[src/rtl/adder_io_pkg.sv]
// Shared constants, error codes and FSM state type for the decimal operand loader.
package adder_io_pkg;

   localparam logic [7:0] ASCII_ZERO = 8'h30;
   localparam logic [7:0] ASCII_NINE = 8'h39;
   localparam logic [7:0] ASCII_LF   = 8'h0A;

   localparam logic [1:0] ERR_NONE      = 2'b00;
   localparam logic [1:0] ERR_NON_DIGIT = 2'b01;
   localparam logic [1:0] ERR_RANGE     = 2'b10;
   localparam logic [1:0] ERR_BAD_TERM  = 2'b11;

   typedef enum logic [2:0] {
      X_TENS,
      X_ONES,
      X_TERM,
      Y_TENS,
      Y_ONES,
      Y_TERM,
      PRESENT,
      DRAIN
   } state_t;

   // Two decimal digits never exceed 99, so 7 bits hold the result without overflow.
   function automatic logic [6:0] dec2_value(input logic [3:0] tens, input logic [3:0] ones);
      return (7'(tens) * 7'd10) + 7'(ones);
   endfunction

endpackage

[src/rtl/ascii_digit_decode.sv]
// Combinational ASCII character to decimal digit decoder.
module ascii_digit_decode
   import adder_io_pkg::*;
(
   input  logic [7:0] char_i,
   output logic       is_digit_o,
   output logic [3:0] value_o
);

   always_comb begin
      is_digit_o = (char_i >= ASCII_ZERO) && (char_i <= ASCII_NINE);
      value_o    = is_digit_o ? 4'(char_i - ASCII_ZERO) : 4'd0;
   end

endmodule

[src/rtl/decimal_operand_loader.sv]
// Parses "DD\nDD\n" ASCII text into an X/Y operand pair for a small adder,
// flagging malformed or out-of-range input with a one-cycle error pulse.
module decimal_operand_loader
   import adder_io_pkg::*;
#(
   parameter int OPW = 5
) (
   input  logic           clk,
   input  logic           rst_n,
   input  logic           char_valid,
   input  logic [7:0]     char_data,
   output logic           char_ready,
   output logic [OPW-1:0] op_x,
   output logic [OPW-1:0] op_y,
   output logic           op_valid,
   input  logic           op_ready,
   output logic           err_valid,
   output logic [1:0]     err_code,
   output state_t         dbg_state
);

   localparam int OP_MAX = (1 << OPW) - 1;

   state_t         state_q;
   logic [3:0]     tens_q;
   logic [6:0]     val_q;
   logic [6:0]     val_d;
   logic [OPW-1:0] op_x_q;
   logic [OPW-1:0] op_y_q;
   logic           op_valid_q;
   logic           err_valid_q;
   logic [1:0]     err_code_q;

   logic           is_digit;
   logic [3:0]     digit_val;
   logic           is_lf;
   logic           accept;
   logic           err_hit;
   logic [1:0]     err_code_d;

   ascii_digit_decode u_decode (
      .char_i     (char_data),
      .is_digit_o (is_digit),
      .value_o    (digit_val)
   );

   // Handshakes: a character transfers on a cycle with char_valid && char_ready;
   // the operand pair transfers on a cycle with op_valid && op_ready.
   assign char_ready = (state_q != PRESENT);
   assign accept     = char_valid && char_ready;
   assign is_lf      = (char_data == ASCII_LF);
   assign val_d      = dec2_value(tens_q, digit_val);

   always_comb begin
      err_hit    = 1'b0;
      err_code_d = ERR_NONE;
      if (accept) begin
         case (state_q)
            X_TENS, X_ONES, Y_TENS, Y_ONES: begin
               err_hit    = !is_digit;
               err_code_d = ERR_NON_DIGIT;
            end
            X_TERM, Y_TERM: begin
               err_hit    = !is_lf || (int'(val_q) > OP_MAX);
               err_code_d = is_lf ? ERR_RANGE : ERR_BAD_TERM;
            end
            default: begin
               err_hit    = 1'b0;
               err_code_d = ERR_NONE;
            end
         endcase
      end
   end

   always_ff @(posedge clk) begin
      if (!rst_n) begin
         state_q     <= X_TENS;
         tens_q      <= '0;
         val_q       <= '0;
         op_x_q      <= '0;
         op_y_q      <= '0;
         op_valid_q  <= 1'b0;
         err_valid_q <= 1'b0;
         err_code_q  <= ERR_NONE;
      end else begin
         err_valid_q <= 1'b0;
         if (err_hit) begin
            // Any error throws away both operands; an LF culprit already ends the line.
            err_valid_q <= 1'b1;
            err_code_q  <= err_code_d;
            op_x_q      <= '0;
            op_y_q      <= '0;
            state_q     <= is_lf ? X_TENS : DRAIN;
         end else begin
            case (state_q)
               X_TENS, Y_TENS: if (accept) begin
                  tens_q  <= digit_val;
                  state_q <= (state_q == X_TENS) ? X_ONES : Y_ONES;
               end
               X_ONES, Y_ONES: if (accept) begin
                  val_q   <= val_d;
                  state_q <= (state_q == X_ONES) ? X_TERM : Y_TERM;
               end
               X_TERM: if (accept) begin
                  op_x_q  <= OPW'(val_q);
                  state_q <= Y_TENS;
               end
               Y_TERM: if (accept) begin
                  op_y_q     <= OPW'(val_q);
                  op_valid_q <= 1'b1;
                  state_q    <= PRESENT;
               end
               PRESENT: if (op_ready) begin
                  op_valid_q <= 1'b0;
                  state_q    <= X_TENS;
               end
               DRAIN: if (accept && is_lf) begin
                  state_q <= X_TENS;
               end
               default: state_q <= X_TENS;
            endcase
         end
      end
   end

   assign op_x      = op_x_q;
   assign op_y      = op_y_q;
   assign op_valid  = op_valid_q;
   assign err_valid = err_valid_q;
   assign err_code  = err_code_q;
   assign dbg_state = state_q;

endmodule
[config.mk]
export PLATFORM = sky130hd
export DESIGN_NAME = decimal_operand_loader
export DESIGN_NICKNAME = d
export VERILOG_FILES = /design/src/rtl/adder_io_pkg.sv /design/src/rtl/ascii_digit_decode.sv /design/src/rtl/decimal_operand_loader.sv
export SDC_FILE = /design/constraint.sdc
export NUM_CORES = 1
export LEC_CHECK = 0
export ABC_AREA = 1
export BUFFER_PORTS_ARGS = -buffer_cell sky130_fd_sc_hd__clkbuf_2
export CAP_MARGIN = 20
export CORE_AREA = 2 2 72 53
export CTS_CLUSTER_DIAMETER = 120
export DETAILED_ROUTE_END_ITERATION = 7
export DIE_AREA = 0 0 74 55
export GPL_ROUTABILITY_DRIVEN = 0
export PLACE_DENSITY = 0.74
export SYNTH_ARGS = -nofsm -noshare
export SYNTH_HDL_FRONTEND = slang
export SYNTH_HIERARCHICAL = 1
export SYNTH_SLANG_ARGS = --single-unit
export TNS_END_PERCENT = 30
[constraint.sdc]
create_clock -name clk -period 1.79 [get_ports clk]
set_clock_uncertainty 0.2 [all_clocks]
set_input_delay 0.0895 -clock clk [delete_from_list [all_inputs] [get_ports clk]]
set_output_delay 0.0895 -clock clk [all_outputs]
set_load 0.02 [all_outputs]
---- Word-level counts from Yosys, hierarchy flattened ----
Index checks and enable logic that the tools add are counted.
storage, ports and cells
  bits in registers ....................... 28
  bits of input ports ..................... 12
  output and inout port bits .............. 18
cells by class
  add/sub/neg operators ................... 2
  multiply operators ...................... 1
  magnitude comparators ................... 3
  equality and inequality tests ........... 17
  muxes and demuxes ....................... 21
  bitwise gates (word level) .............. 2
  reduce and logical (&&, ||, !) cells .... 19
operator list
  operator             number
  $mux 3               10
  $ne 3x3->1 const B   7
  $pmux 3 s6           1
  $eq 3x3->1 const B   4
  $eq 8x4->1 const B   1
  $ge 8x6->1 const B   1
  $le 8x6->1 const B   1
  $reduce_or 2->1      4
  $add 7x4->7          1
  $gt 7x5->1 const B   1
  $eq 3x2->1 const B   2
  $mul 4x3->6 const B  1
  $reduce_and 3->1     2
  $reduce_and 6->1     1
  $mux 1               5
  $mux 4               1
  $ne 2x2->1 const B   2
  $pmux 1 s2           2
  $pmux 2 s2           1
  $reduce_and 2->1     2
  $reduce_and 4->1     1
  $reduce_or 4->1      1
  $sub 4x1->4 const B  1
  $eq 3x1->1 const B   1
  7 further kinds      11

---- Longest topological paths before layout ----
Gate-level depths: netlist of run 1.
  word-level depth ........................ 7
  depth in mapped cells ................... 13

---- Cells and area by module ----
Netlist of run 1, hierarchy kept.
modules (own cells, without submodules)
  module                  instances  cells an instance  area an instance (sq um)  sequential area each (sq um)
  decimal_operand_loader  1          206                1536.5                    560.5
  ascii_digit_decode      1          16                 70.1                      0.0

---- Worst setup path after synthesis of run 1 ----
Ideal clock, no wire load.
  kind .................................... register to register
  from .................................... register tens_q[1]
  to ...................................... register val_q[6]
  setup time .............................. 0.113 ns
  data arrival time ....................... 1.665 ns
  slack ................................... -0.188 ns
  stages on the path, launching flop included .. 8
  clock period less this slack ............ 1.978 ns
  path through ............................ dfxtp_1 ha_1 ha_1 fa_1 nand3_1 xor2_1 nor2_1 nor2_1
on the way
  word-level cells in the longest chain between the ends .. 2
ends and longest elaborated chain
  item                      RTL line                       text
  start: declaration        decimal_operand_loader.sv:25   logic [3:0] tens_q;
  start signal: assignment  decimal_operand_loader.sv:97   tens_q <= digit_val;
  $mul 4x3->6               adder_io_pkg.sv:26             return (7'(tens) * 7'd10) + 7'(ones);
  $add 7x4->7               adder_io_pkg.sv:26
  end signal: assignment    decimal_operand_loader.sv:101  val_q <= val_d;
  end: declaration          decimal_operand_loader.sv:26   logic [6:0] val_q;
Every way passes these cells.
A chain may end at the register's enable or synchronous reset.

---- Worst setup path in the final report of run 1 ----
  from .................................... register tens_q[3]
  to ...................................... register val_q[5]
The elaborated chain is that of the path after synthesis.

==> metrics.txt, run 1 <==
number of inserted diodes=0; CTS Buf Count=3; Initial Utilization=between 40 and 50%; post-synth net total=roughly 240; crit path time final=1960 ps; Floorplan Core Area=0.00340 mm^2; post-DR wirelength/cell=11.7 um; startpoint of the lowest-slack hold path=char_data[2]; run status=complete, but fails checks; overall die area=slightly above 0.004 mm^2; Min-Delay Path Class=primary input to flip-flop; maximum number of pins on one net before global-route repair=17; Cell Area, Synth=~0.0016 mm^2; Residual DRC=0; Place WS=-342 ps; Sink Count=28; antenna violations before repair=0; Longest Clk Path Bufs=2; H-tree lvl count=1; half-perimeter wire length after placement=between 2000 and 3000 um; clock-pin transition on the worst setup and hold timing paths=around 100 ps; Crit. Startpoint=tens_q[3]$_SDFFE_PN0P_; average footprint of a synthesized cell=just over 7 um^2; combinational family with the most area after synthesis=simple AND/OR/NAND/NOR gates; number of cells in the finished layout apart from fillers=327; post-synth cell types=30; share of the cycle needed by the critical path after routing=110%; antenna violation net count after detailed routing=0; router iterations before antenna repair=4; Synth Area in Compound Gates=between 10 and 15%; total leakage power=between 1 and 1.5 nW; clock tree from TritonCTS=yes; clock insertion delay at the later pin of the skew report=280 ps; sum of overflow across all layers after global routing=0; multiplexer share of the synthesized area=0%; Worst Hold Slack=roughly 130 ps; RSZ-0062 raised after global routing=yes; worst endpoint required time=approximately 1800 ps; tightest slew margin relative to the limit=around 77%; Max Slew Vio Count=0; Power Dens Cells=roughly 750 mW/mm^2; XOR/XNOR Fraction of Synth Area=under 10%; Post-Syn Instances=222; via count of the first global-routing pass=1452; number of filler cells placed in the layout=between 300 and 400; Routed WL=around 3800 um; chip height=between 50 and 60 um; via count=~1600; Worst Path Arrival=around 2000 ps; startpoint kind of the worst setup timing path=flip-flop; part of the Yosys area used for sequential elements=34.9%; minimum setup slack in the final design=-173 ps; largest fanout on the critical path=2; failing checks=negative setup slack; 1st-iter DRT viols=74; number of placement rows=18; category of the worst setup path capture point=flip-flop; Final Core Density=63.5%; number of warnings issued by yosys=6; layout cells sized above 1=between 30% and 40%; number of buffer cells added on primary ports=29; total count of hold-check failures in the final report=0; sum of negative setup slack=-340 ps; transition time at the pin with the least slew margin=between 300 and 400 ps; signed area change from the synthesized netlist to the final layout=34.5%; number of register bits inferred by synthesis=28; total I/O pin count=30; simple-gate share of the synthesized area=33.4%; adder and majority cell fraction of the synthesized area=slightly above 7%; peak supply drop=roughly 0.52 mV; ratio of routed vias to standard cells=between 4 and 5; startpoint of the worst-slack reg-to-reg timing path=tens_q[3]$_SDFFE_PN0P_; combined global-route utilization of all metal layers=20.3%; post-placement cell count=~320; first-pass GRT wire length=around 6300 um; Die W=around 74 um; final net count=slightly below 300; number of max-cap violations=0; Peak Freq=509 MHz; final setup vio count=3; worst setup path class=flip-flop to flip-flop; clock tree root buffer cell=sky130_fd_sc_hd__clkbuf_8
-- per-layer routing --
layer | GRT usage [%] | vias up | part of all wire [%]
met3 | 3.99 | 4 | 4.6
met1 | 26.6 | 702 | 48
met5 | 0 | - | 0
li1 | - | 823 | -
met4 | 4.24 | 0 | 0.55
met2 | 35.3 | 41 | 47
-- what timing repair did --
action	in CTS	in global routing
gates resized for setup	4	18
pin swaps	6	13
hold buffers	4	0
setup buffers	0	1
endpoints found under the setup margin	4	16
endpoints found under the hold margin	11	0
-- worst paths after layout --
path | end | depth (start not counted) | slack, ps
setup / recovery | val_q[5]$_SDFFE_PN0P_ | 6 | -170
hold / removal | tens_q[1]$_SDFFE_PN0P_ | 6 | 130
setup reg to reg | val_q[5]$_SDFFE_PN0P_ | 6 | -170
hold reg to reg | op_valid$_SDFFE_PN0P_ | 2 | 250
-- stage by stage --
stage	cell area, um^2	power, mW
floorplan	1630	0.981
global route	2160	1.71
finish	2160	1.63
detailed placement	1970	1.11
CTS	2110	1.62
global placement	1970	1.10
-- state kept, by name, summed over array words and instances, names as in the netlist, named ones only --
signal	count
dbg_state	2
op_y	5
op_x	5
err_code	2
tens_q	4
op_valid	1
val_q	7
err_valid	1
-- report_power, final --
| part | total [mW] | switching (mW) | internal, mW |
|---|---|---|---|
| Sequential | 0.685 | 0.0307 | 0.655 |
| Combinational | 0.438 | 0.263 | 0.175 |
| Clock | 0.504 | 0.204 | 0.300 |
-- kinds of logic after synthesis --
family	after synthesis
AO/OA/AOI/OAI	37
XOR/XNOR	5
adder cells (fa/ha/maj)	8
buffers and inverters	37
flip-flops	28
AND/OR/NAND/NOR	107
-- cell usage in the layout, fill, tap and decap left out, types with 4 or more instances in the layout --
cell type	synthesis	final
sky130_fd_sc_hd__nand3_1	13	13
sky130_fd_sc_hd__o21ai_1	0	4
sky130_fd_sc_hd__clkbuf_2	0	29
sky130_fd_sc_hd__dfxtp_2	0	6
sky130_fd_sc_hd__o21ai_0	8	4
sky130_fd_sc_hd__nand2_1	53	51
sky130_fd_sc_hd__nor2_1	15	14
sky130_fd_sc_hd__dlygate4sd3_1	0	4
sky130_fd_sc_hd__nand4_1	6	6
sky130_fd_sc_hd__ha_4	0	5
sky130_fd_sc_hd__nor2_2	3	4
sky130_fd_sc_hd__nand2_2	6	8
sky130_fd_sc_hd__inv_1	30	29
sky130_fd_sc_hd__dfxtp_1	28	21
sky130_fd_sc_hd__buf_4	0	20
sky130_fd_sc_hd__a21oi_1	26	25
-- cell type report --
class	instances	area, um^2	area share (%)
clock buffers	3	41.3	1.91
well taps	50	62.6	2.90
multi-input cells	157	973	45.0
flip-flops and latches	28	572	26.5
repair buffers	55	358	16.6
inverters	33	124	5.73
clock inverters	1	30.0	1.39
-- critical path: stages (launching register included) --
cell and delay, ps:
sky130_fd_sc_hd__dfxtp_2 350, sky130_fd_sc_hd__ha_4 240, sky130_fd_sc_hd__ha_4 150, sky130_fd_sc_hd__fa_1 530, sky130_fd_sc_hd__xor2_1 190, sky130_fd_sc_hd__nand4_1 120, sky130_fd_sc_hd__a21oi_1 120
-- synthesized netlist by cell type (all sizes together) --
| cell | instances | area (um^2) |
|---|---|---|
| clkinv | 1 | 3.75 |
| nor2 | 20 | 97.6 |
| inv | 32 | 120 |
| buf | 4 | 32.5 |
| o21ai | 9 | 48.8 |
| nand3 | 14 | 82.6 |
| nand4 | 7 | 50.1 |
| fa | 2 | 40.0 |
| xnor2 | 2 | 17.5 |
| nand2 | 62 | 279 |
| dfxtp | 28 | 561 |
| nand3b | 1 | 7.51 |
| nor3 | 1 | 5.00 |
| ha | 6 | 75.1 |
| xor2 | 3 | 26.3 |
| a21oi | 27 | 139 |
| o22ai | 1 | 6.26 |
| and2 | 1 | 6.26 |
| or2 | 1 | 8.76 |
No activity file was read; power rests on OpenSTA's default activity.
==> inputs of run 2 (changes only) <==
--- a/config.mk
+++ b/config.mk
@@ -8,12 +8,12 @@
 export ABC_AREA = 1
 export BUFFER_PORTS_ARGS = -buffer_cell sky130_fd_sc_hd__clkbuf_2
 export CAP_MARGIN = 20
-export CORE_AREA = 2 2 72 53
+export CORE_AREA = 2 2 44 86
 export CTS_CLUSTER_DIAMETER = 120
 export DETAILED_ROUTE_END_ITERATION = 7
-export DIE_AREA = 0 0 74 55
+export DIE_AREA = 0 0 46 88
 export GPL_ROUTABILITY_DRIVEN = 0
-export PLACE_DENSITY = 0.74
+export PLACE_DENSITY = 0.73
 export SYNTH_ARGS = -nofsm -noshare
 export SYNTH_HDL_FRONTEND = slang
 export SYNTH_HIERARCHICAL = 1
==> run 2 against run 1 <==
The flow finishes with violations (negative hold slack, negative setup slack). Worst hold slack got worse by 140 ps. Combinational power rose by 2%. Clock power barely moved. Cell count fell by 4.6%. Sequential share of layout area rose by 0.13 points. Worst setup slack improved by 50 ps. Global-route usage fell by 0.46 points. Cell area fell by 0.93%. Die area fell by 0.54%. Routed wire length fell by 1.9%. Non-clock buffer count rose by 3. Critical path depth rose by 1. Largest cell class unchanged. Highest routed layer unchanged.
==> metrics.txt, run 2 (synthesis gave the netlist of run 1 again) <==
signed area change from the synthesized netlist to the final layout=33.3%; leading cell types in the layout, fill and taps excluded=sky130_fd_sc_hd__nand2_1 (50), sky130_fd_sc_hd__inv_1 (29), sky130_fd_sc_hd__clkbuf_2 (29); number of filler cells placed in the layout=311 (-2.5%); Routed WL=3750 um (-1.9%); crit path time final=1910 ps (-50.5 ps); 1st-iter DRT viols=43 (-42%); final setup vio count=2 (-1); area of the multi-input gates=966 um^2 (-0.77%); antenna violations before repair=0 (unchanged); half-perimeter wire length after placement=2880 um (-0.20%); largest fanout on the critical path=2 (unchanged); total count of hold-check failures in the final report=1 (+1); Die W=46 um (-38%); met3 Use GR=2.47% (-1.5 points); most common library cell in the layout ignoring fill and taps=sky130_fd_sc_hd__nand2_1; layout cells sized above 1=36.1% (+1.8 points); clock tree root buffer cell=sky130_fd_sc_hd__clkbuf_8; Max Slew Vio Count=0 (unchanged); number of buffer cells added on primary ports=29 (unchanged); Peak Freq=523 MHz (+2.6%); number of max-cap violations=0 (unchanged); peak supply drop=0.458 mV (-12%); clock-pin transition on the worst setup and hold timing paths=100 ps (about the same); via count=1615 (+2.9%); maximum number of pins on one net before global-route repair=17 (unchanged); Floorplan Core Area=0.00338 mm^2 (-0.66%); post-DR wirelength/cell=12.0 um (+2.9%); via count of the first global-routing pass=1521 (+4.8%); Power Dens Cells=763 mW/mm^2 (+1.3%); final net count=301 (+1.0%); Sink Count=28 (unchanged); overall die area=0.00405 mm^2 (-0.54%); post-placement cell count=304 (-4.7%); RSZ-0062 raised after global routing=yes; transition time at the pin with the least slew margin=359 ps (+11.0 ps); clock tree from TritonCTS=yes; clock insertion delay at the later pin of the skew report=270 ps (about the same); chip height=88 um (+60%); first-pass GRT wire length=6050 um (-4.7%); Residual DRC=0 (unchanged); CTS Buf Count=3 (unchanged); H-tree lvl count=1 (unchanged); failing checks=negative hold slack, negative setup slack; worst setup path class=flip-flop to flip-flop; number of inserted diodes=0 (unchanged); run status=complete, but fails checks; worst endpoint required time=1770 ps (-30 ps); Worst Path Arrival=1890 ps (-80 ps); sequential cell area=569 um^2 (-0.44%); number of cells in the finished layout apart from fillers=312 (-4.6%); Reg with most FFs=val_q; met1 usage=18.8% (-7.8 points); tightest slew margin relative to the limit=75.9% (-0.74 points); Longest Clk Path Bufs=2 (unchanged); max reg flops=7 (unchanged); Min-Delay Path Class=primary input to flip-flop; fraction of met2 tracks used by global routing=37.9% (+2.6 points); share of the cycle needed by the critical path after routing=107% (-2.8 points); total I/O pin count=30 (unchanged); antenna violation net count after detailed routing=0 (unchanged); sum of overflow across all layers after global routing=0 (unchanged); Place WS=-257 ps (+84.8 ps); ratio of routed vias to standard cells=5.18 (+7.8%); Worst Hold Slack=-8.76 ps (-140 ps); total leakage power=1.01 nW (+0.53%); combined global-route utilization of all metal layers=19.8% (-0.46 points); number of placement rows=30 (+12); category of the worst setup path capture point=flip-flop; Most Used Layer, Global Route=met2; Initial Utilization=47.6% (+0.31 points); minimum setup slack in the final design=-123 ps (+50.5 ps); startpoint kind of the worst setup timing path=flip-flop; router iterations before antenna repair=4 (unchanged)
[run 2: cell count changes in the layout (fill, tap and decap cells not counted), sizes merged]
cell | before | now
buf | 22 | 26
dlygate4sd3 | 4 | 3
[run 2: critical path, cell delays in order (launching register included)]
cell and delay, ps:
sky130_fd_sc_hd__dfxtp_2 350, sky130_fd_sc_hd__ha_4 240, sky130_fd_sc_hd__ha_4 150, sky130_fd_sc_hd__fa_1 530
sky130_fd_sc_hd__nand3_1 90, sky130_fd_sc_hd__xor2_1 140, sky130_fd_sc_hd__nor2_1 80, sky130_fd_sc_hd__nor2_1 40
[run 2: timing repair]
| action | in CTS | in global routing |
|---|---|---|
| setup buffers | 0 | 1 |
| hold buffers | 3 | 0 |
| resized for setup | 0 | 17 |
| pin swaps | 4 | 9 |
| endpoints found under the hold margin | 7 | 0 |
| setup endpoints to repair | 4 | 13 |
[run 2: metrics by stage]
step / utilization [%] / setup TNS, ps / power, mW / hold WS (ps) / instance area (um^2)
6_report: 63.4 / -235 / 1.63 / -8.76 / 2140
5_1_grt: 63.4 / -583 / 1.71 / 34.1 / 2140
4_1_cts: 61.4 / -384 / 1.62 / 1.79 / 2080
3_5_place_dp: 58.4 / -825 / 1.12 / 171 / 1970
3_3_place_gp: 58.4 / -622 / 1.11 / 169 / 1970
2_1_floorplan: - / -181 / 0.981 / 46.7 / 1630
[run 2: where the power goes]
group	switching, mW	internal [mW]
combinational	0.265	0.183
clock	0.202	0.299
sequential	0.0292	0.655
[run 2: worst paths after layout]
| kind | start | endpoint | slack, ps | cells after the start |
|---|---|---|---|---|
| setup / recovery | tens_q[3]$_SDFFE_PN0P_ | val_q[6]$_SDFFE_PN0P_ | -120 | 7 |
| hold / removal | rst_n | flip-flop | -9 | 3 |
| setup reg to reg | tens_q[3]$_SDFFE_PN0P_ | val_q[6]$_SDFFE_PN0P_ | -120 | 7 |
| hold reg to reg | op_valid$_SDFFE_PN0P_ | op_valid$_SDFFE_PN0P_ | 250 | 2 |
[run 2: final cells by class]
cell class / count / area share (%)
Clock buffer: 3 / 1.93
Clock inverter: 1 / 1.40
Inverter: 33 / 5.79
Multi-Input combinational cell: 157 / 45.1
Sequential cell: 28 / 26.6
Tap cell: 32 / 1.87
Timing Repair Buffer: 58 / 17.3
[run 2: per-layer routing]
| metal | vias up | routed length (um) |
|---|---|---|
| met5 | - | 0 |
| met4 | 0 | 78 |
| met3 | 10 | 91 |
| met2 | 36 | 2180 |
| met1 | 743 | 1400 |
| li1 | 826 | - |
